--- src/rtl/adc_spi_master.sv ---
// SPI master for the serial ADC front end of the LED-strip DSP chain.
// One frame per accepted start: sends start bit, SGL/DIFF and a 3-bit channel,
// then shifts back the null bit and a 10-bit sample (MSB first).
// Ports:
//   clk, rst            system clock, asynchronous active-low reset
//   start               conversion request, sampled in IDLE only
//   channel, single_ended  command fields, latched when start is accepted
//   busy                high from accepted start until the cs-high gap ends
//   cs, sclk, mosi      ADC pins (cs active low, sclk idles low)
//   miso                ADC data out
//   sample, sample_channel, null_err  result of the last completed frame
//   sample_valid        one-clk pulse when the result registers update
module adc_spi_master #(
    parameter int unsigned CLK_DIV = 2,
    parameter int unsigned CS_IDLE = 2
) (
    input  logic       clk,
    input  logic       rst,
    input  logic       start,
    input  logic [2:0] channel,
    input  logic       single_ended,
    output logic       busy,
    output logic       cs,
    output logic       sclk,
    output logic       mosi,
    input  logic       miso,
    output logic [9:0] sample,
    output logic [2:0] sample_channel,
    output logic       sample_valid,
    output logic       null_err
);

    localparam int unsigned CNT_W     = 12;
    localparam int unsigned EDGE_W    = 5;
    localparam int unsigned SMP_W     = 10;
    localparam int unsigned GAP_LEN   = CS_IDLE * CLK_DIV;
    localparam int unsigned LAST_EDGE = 16;
    localparam int unsigned NULL_EDGE = 6;

    typedef enum logic [2:0] {
        S_IDLE,
        S_SETUP,
        S_SHIFT,
        S_END,
        S_GAP
    } state_e;

    state_e             state_q, state_d;
    logic [CNT_W-1:0]   cnt_q, cnt_d;
    logic [EDGE_W-1:0]  edge_q, edge_d;      // index of the next sclk rising edge
    logic [2:0]         ch_q, ch_d;
    logic               sgl_q, sgl_d;
    logic [SMP_W-1:0]   shift_q, shift_d;
    logic               null_q, null_d;
    logic               busy_q, busy_d;
    logic               cs_q, cs_d;
    logic               sclk_q, sclk_d;
    logic               mosi_q, mosi_d;
    logic [SMP_W-1:0]   sample_q, sample_d;
    logic [2:0]         smp_ch_q, smp_ch_d;
    logic               valid_q, valid_d;
    logic               null_err_q, null_err_d;

    logic               half_done_c;
    logic               gap_done_c;
    logic               cmd_bit_c;

    assign half_done_c = (cnt_q == CNT_W'(CLK_DIV - 1));
    assign gap_done_c  = (cnt_q == CNT_W'(GAP_LEN - 1));

    // Command bit to present for the upcoming rising edge (edge 0 is set on accept).
    always_comb begin
        cmd_bit_c = 1'b0;
        case (edge_q)
            EDGE_W'(1): cmd_bit_c = sgl_q;
            EDGE_W'(2): cmd_bit_c = ch_q[2];
            EDGE_W'(3): cmd_bit_c = ch_q[1];
            EDGE_W'(4): cmd_bit_c = ch_q[0];
            default:    cmd_bit_c = 1'b0;
        endcase
    end

    // Frame sequencing and pin/result next-state.
    always_comb begin
        state_d    = state_q;
        cnt_d      = cnt_q;
        edge_d     = edge_q;
        ch_d       = ch_q;
        sgl_d      = sgl_q;
        shift_d    = shift_q;
        null_d     = null_q;
        busy_d     = busy_q;
        cs_d       = cs_q;
        sclk_d     = sclk_q;
        mosi_d     = mosi_q;
        sample_d   = sample_q;
        smp_ch_d   = smp_ch_q;
        valid_d    = 1'b0;
        null_err_d = null_err_q;

        case (state_q)
            S_IDLE: begin
                if (start) begin
                    state_d = S_SETUP;
                    busy_d  = 1'b1;
                    cs_d    = 1'b0;
                    mosi_d  = 1'b1;
                    ch_d    = channel;
                    sgl_d   = single_ended;
                    cnt_d   = '0;
                    edge_d  = '0;
                end
            end
            S_SETUP: begin
                if (half_done_c) begin
                    // Rising edge 0 carries the start bit; miso is ignored here.
                    cnt_d   = '0;
                    sclk_d  = 1'b1;
                    edge_d  = EDGE_W'(1);
                    state_d = S_SHIFT;
                end else begin
                    cnt_d = cnt_q + CNT_W'(1);
                end
            end
            S_SHIFT: begin
                if (half_done_c) begin
                    cnt_d  = '0;
                    sclk_d = ~sclk_q;
                    if (!sclk_q) begin
                        if (edge_q == EDGE_W'(NULL_EDGE)) begin
                            null_d = miso;
                        end else if (edge_q > EDGE_W'(NULL_EDGE)) begin
                            shift_d = {shift_q[SMP_W-2:0], miso};
                        end
                        if (edge_q == EDGE_W'(LAST_EDGE)) begin
                            state_d = S_END;
                        end else begin
                            edge_d = edge_q + EDGE_W'(1);
                        end
                    end else begin
                        mosi_d = cmd_bit_c;
                    end
                end else begin
                    cnt_d = cnt_q + CNT_W'(1);
                end
            end
            S_END: begin
                // Final half-period after edge 16; sclk and cs return to idle together.
                if (half_done_c) begin
                    cnt_d      = '0;
                    sclk_d     = 1'b0;
                    cs_d       = 1'b1;
                    mosi_d     = 1'b0;
                    sample_d   = shift_q;
                    smp_ch_d   = ch_q;
                    null_err_d = null_q;
                    valid_d    = 1'b1;
                    state_d    = S_GAP;
                end else begin
                    cnt_d = cnt_q + CNT_W'(1);
                end
            end
            S_GAP: begin
                if (gap_done_c) begin
                    cnt_d   = '0;
                    busy_d  = 1'b0;
                    state_d = S_IDLE;
                end else begin
                    cnt_d = cnt_q + CNT_W'(1);
                end
            end
            default: begin
                state_d = S_IDLE;
            end
        endcase
    end

    // State and output registers.
    always_ff @(posedge clk or negedge rst) begin
        if (!rst) begin
            state_q    <= S_IDLE;
            cnt_q      <= '0;
            edge_q     <= '0;
            ch_q       <= '0;
            sgl_q      <= 1'b0;
            shift_q    <= '0;
            null_q     <= 1'b0;
            busy_q     <= 1'b0;
            cs_q       <= 1'b1;
            sclk_q     <= 1'b0;
            mosi_q     <= 1'b0;
            sample_q   <= '0;
            smp_ch_q   <= '0;
            valid_q    <= 1'b0;
            null_err_q <= 1'b0;
        end else begin
            state_q    <= state_d;
            cnt_q      <= cnt_d;
            edge_q     <= edge_d;
            ch_q       <= ch_d;
            sgl_q      <= sgl_d;
            shift_q    <= shift_d;
            null_q     <= null_d;
            busy_q     <= busy_d;
            cs_q       <= cs_d;
            sclk_q     <= sclk_d;
            mosi_q     <= mosi_d;
            sample_q   <= sample_d;
            smp_ch_q   <= smp_ch_d;
            valid_q    <= valid_d;
            null_err_q <= null_err_d;
        end
    end

    assign busy           = busy_q;
    assign cs             = cs_q;
    assign sclk           = sclk_q;
    assign mosi           = mosi_q;
    assign sample         = sample_q;
    assign sample_channel = smp_ch_q;
    assign sample_valid   = valid_q;
    assign null_err       = null_err_q;

endmodule
--- config.mk ---
export PLATFORM = sky130hd
export DESIGN_NAME = adc_spi_master
export DESIGN_NICKNAME = d
export VERILOG_FILES = /design/src/rtl/adc_spi_master.sv
export SDC_FILE = /design/constraint.sdc
export NUM_CORES = 1
export LEC_CHECK = 0
export CORE_ASPECT_RATIO = 0.75
export CORE_MARGIN = 1.5
export CORE_UTILIZATION = 59
export CTS_CLUSTER_DIAMETER = 60
export CTS_CLUSTER_SIZE = 20
export DETAILED_ROUTE_END_ITERATION = 8
export DONT_BUFFER_PORTS = 1
export PLACE_DENSITY_LB_ADDON = 0.25
export SLEW_MARGIN = 20
export SYNTH_ARGS = -nofsm -noshare
export SYNTH_HDL_FRONTEND = slang
export SYNTH_SLANG_ARGS = --single-unit
export TNS_END_PERCENT = 5
--- constraint.sdc ---
create_clock -name clk -period 5.65 [get_ports clk]
set_clock_uncertainty 0.2 [all_clocks]
set_input_delay 0 -clock clk [delete_from_list [all_inputs] [get_ports clk]]
set_output_delay 0 -clock clk [all_outputs]
set_load 0.02 [all_outputs]
==> flow_summary_export.csv <==
group,metric,value,unit
sta,slew_headroom,43.5,%
grt,grt_pass1_wl,8.11,mm
clock_network,numCtsBuffers,5,
routing,drt_first_iter_violations,140,
sta,finalMaxSlewViolations,0,
routing,vias,1820,
worst_setup_path,path_cells,"nor2_1 > nand2_1 > nor2_1 > mux2_2 > dlygate4sd3_1",
die,die_area,4800,sq um
worst_setup_path,cp_max_fo,15,
routing,drc,0,
routing,drt-pass1-iter-count,4,
power_and_ir_drop,peakVddDrop,0.306,mV
synth,synth_area,2590,sq um
power_and_ir_drop,power.leakage,1.29,nW
die,core_area,4130,sq um
sta,finalHoldViolations,0,
layout,nFillCells,305,
sta,finalSetupViolCount,0,
clock_network,clock_path_buffers,2,
worst_setup_path,cp.arrival,2.67,ns
die,die_height,60.4,um
grt,overflow,0,
worst_setup_path,rr_worst_depth,5,
clock_network,cts_resized,0,
synth,yosysWarnings,0,
sta,finalSetupTns,0,ns
clock_network,htree_num_levels,2,
clock_network,root_buffer,"clkbuf_8",
synth,synth.net_count,250,
grt,grt.total_usage,22.3,%
synth,synthCells,236,
routing,wire_per_inst,16.4,um
layout,drive_above_1_share,15.8,%
power_and_ir_drop,power_density,447,nW/um^2
layout,post-route-util,69.1,%
worst_setup_path,crit_path_start_kind,"flip-flop",
hold_path,hold_class,"input port to asynchronous set/reset pin",
sta,max_freq,373,MHz
sta,rsz0062_at_grt,"no",
synth,synth_top_cell_by_area,"dfrtp_1",
routing,via_per_inst,6.03,
synth,ys_seq_area_share,52.2,%
die,io_pins,27,
synth,synth.top_cells.by_area,"dfrtp_1 51%, mux2_2 9.1%, o21ai_0 3.5%, mux2_1 3.5%, ha_1 2.9%",
clock_network,clk_latency,0.30,ns
worst_setup_path,critical_path_required,5.64,ns
layout,nets,260,
synth,yosys_register_bits,54,
worst_setup_path,r2r_setup_slack,2.97,ns
die,start_util,62.8,%
synth,async_reset_ff_share,100,%
clock_network,post-cts-setup-buffer-count,0,
sta,finalCritPeriodShare,47.4,%
worst_setup_path,slowest_stage,"dlygate4sd3_1",
synth,yosysUniqueCellTypes,44,
layout,area_growth,10.1,%
sta,hold_slack,0.00646,ns
worst_setup_path,reg2reg_from,"state_q[0]",
synth,avgSynthCellArea,11.0,sq um
run_status,status,"complete, no violations",
worst_setup_path,crit_path_frequent_cell,"nor2_1",
synth,synth_ff_type,"dfrtp_1",
worst_setup_path,end_kind,"flip-flop",
clock_network,clock_sinks,54,
worst_setup_path,r2r-end,"ch_q[2]",
job,max_cap_violations,0,
worst_setup_path,path_buf_inv,1,
worst_setup_path,cpLargestDelayFamily,"simple AND/OR/NAND/NOR gates",
synth,synth_edf_count,0,
routing,wirelength,4.94,mm
sta,fin_crit,2.68,ns
placement,port_buffers,0,
placement,dp_hpwl,3.21,mm
die,die_w,79.5,um
die,row_count,20,
sta,worst_pin_slew,0.847,ns
worst_setup_path,path_class,"flip-flop to flip-flop",
grt,antenna_found_initial,0,
worst_setup_path,startpoint,"state_q[0]",
placement,place_congestion,0.833,
grt,first_global_vias,1677,
clock_network,clk_pin_slew,0.10,ns
synth,synth_top_cell_area_share,51.2,%
routing,antenna_left,0,
layout,diodes,0,
clock_network,hold_buffers,12,
worst_setup_path,max_stage_delay,0.56,ns
clock_network,cts_tree,"yes",
grt,grt_max_degree,55,
==> where the power goes <==
group,total [mW],internal (mW),switching (mW)
clock,0.231,0.101,0.130
sequential,0.584,0.460,0.124
combinational,0.462,0.192,0.270
total,1.28,0.753,0.523
==> state kept, by name, indices dropped and copies added (netlist names) <==
register        cells
shift_q            10
null_err            1
sgl_q               1
cnt_q              12
state_q             3
cs                  1
sample_channel      3
null_q              1
busy                1
mosi                1
ch_q                3
edge_q              5
sclk                1
sample             10
sample_valid        1
==> synthesized netlist by cell type (2+ instances only) <==
cell       instances
mux2_1             8
mux2_2            21
nor3_1             5
buf_2              2
nand3_1            8
clkbuf_1           6
nor4_2             2
inv_1              8
a31oi_1            9
ha_1               6
and4_1             2
a21oi_1           10
or3_1              3
o2bb2ai_1          3
a21o_1             2
nand2b_1           4
dfrtp_1           53
o21ai_0           18
nor4_1             4
nor2_1            16
and3_1             6
nand2_1           18
==> area by class of cell <==
class	instances	area [sq um]	share of cell area, %
well taps	55	68.8	2.41
inverters	9	33.8	1.18
repair buffers	12	138	4.82
multi-input cells	164	1160	40.7
flip-flops and latches	54	1350	47.4
clock buffers	6	82.6	2.89
clock inverters	2	17.5	0.614
==> layout by cell type (no fill, tap or decap), types with 2 or more instances in the layout <==
cell type	n
nand2_1	18
and3_1	6
a31oi_1	9
o21ai_0	18
mux2_1	8
or3_1	3
dfrtp_1	53
nor2_1	16
clkinv_4	2
ha_1	6
inv_1	8
nand2b_1	4
nor4_2	2
nor4_1	4
a21o_1	2
nor3_1	5
dlygate4sd3_1	11
mux2_2	21
a21oi_1	10
clkbuf_8	6
nand3_1	8
o2bb2ai_1	3
and4_1	2
==> cells by family after synthesis <==
logic type,after synthesis,share of synthesized area [%]
AO/OA/AOI/OAI,49,11.8
XOR/XNOR,2,0.676
adder cells (fa/ha/maj),6,2.90
buffers and inverters,18,2.99
flip-flops,54,52.2
multiplexers,30,13.0
AND/OR/NAND/NOR,77,16.5
==> worst reg2reg max path, delay by kind of cell (launching register included) <==
family / cells / cell delay, ns
buffers and inverters: 1 / 0.56
DFF: 1 / 0.54
muxes: 1 / 0.40
and+or+nand+nor: 3 / 0.87
==> per-layer routing <==
metal | vias up | wire, um | global-route usage (%)
met4 | 0 | 43 | 5.26
met1 | 892 | 2520 | 33.5
li1 | 875 | - | -
met3 | 8 | 190 | 4.51
met5 | - | 0 | 0
met2 | 45 | 2190 | 33.9
==> how the worst max path moves through the flow <==
| stage | slack [ns] | depth (start not counted) | end |
|---|---|---|---|
| after floorplan | 3.46 | 5 | null_err |
| after global routing | 2.83 | 5 | ch_q[2] |
| after detailed placement | 3.07 | 4 | sample[3] |
| final | 2.97 | 5 | ch_q[2] |
| after global placement | 3.16 | 4 | sample[1] |
| after CTS | 3.00 | 5 | ch_q[0] |
==> stage by stage <==
step,power [mW],worst slack [ns],cell area [sq um],std cells
6_report,1.28,2.97,2850,302
5_1_grt,1.36,2.83,2850,302
4_1_cts,1.27,3.00,2850,302
3_5_place_dp,1.01,3.07,2620,282
3_3_place_gp,0.994,3.16,2620,282
2_1_floorplan,0.925,3.46,2590,236
(Power assumes the default switching activity.)
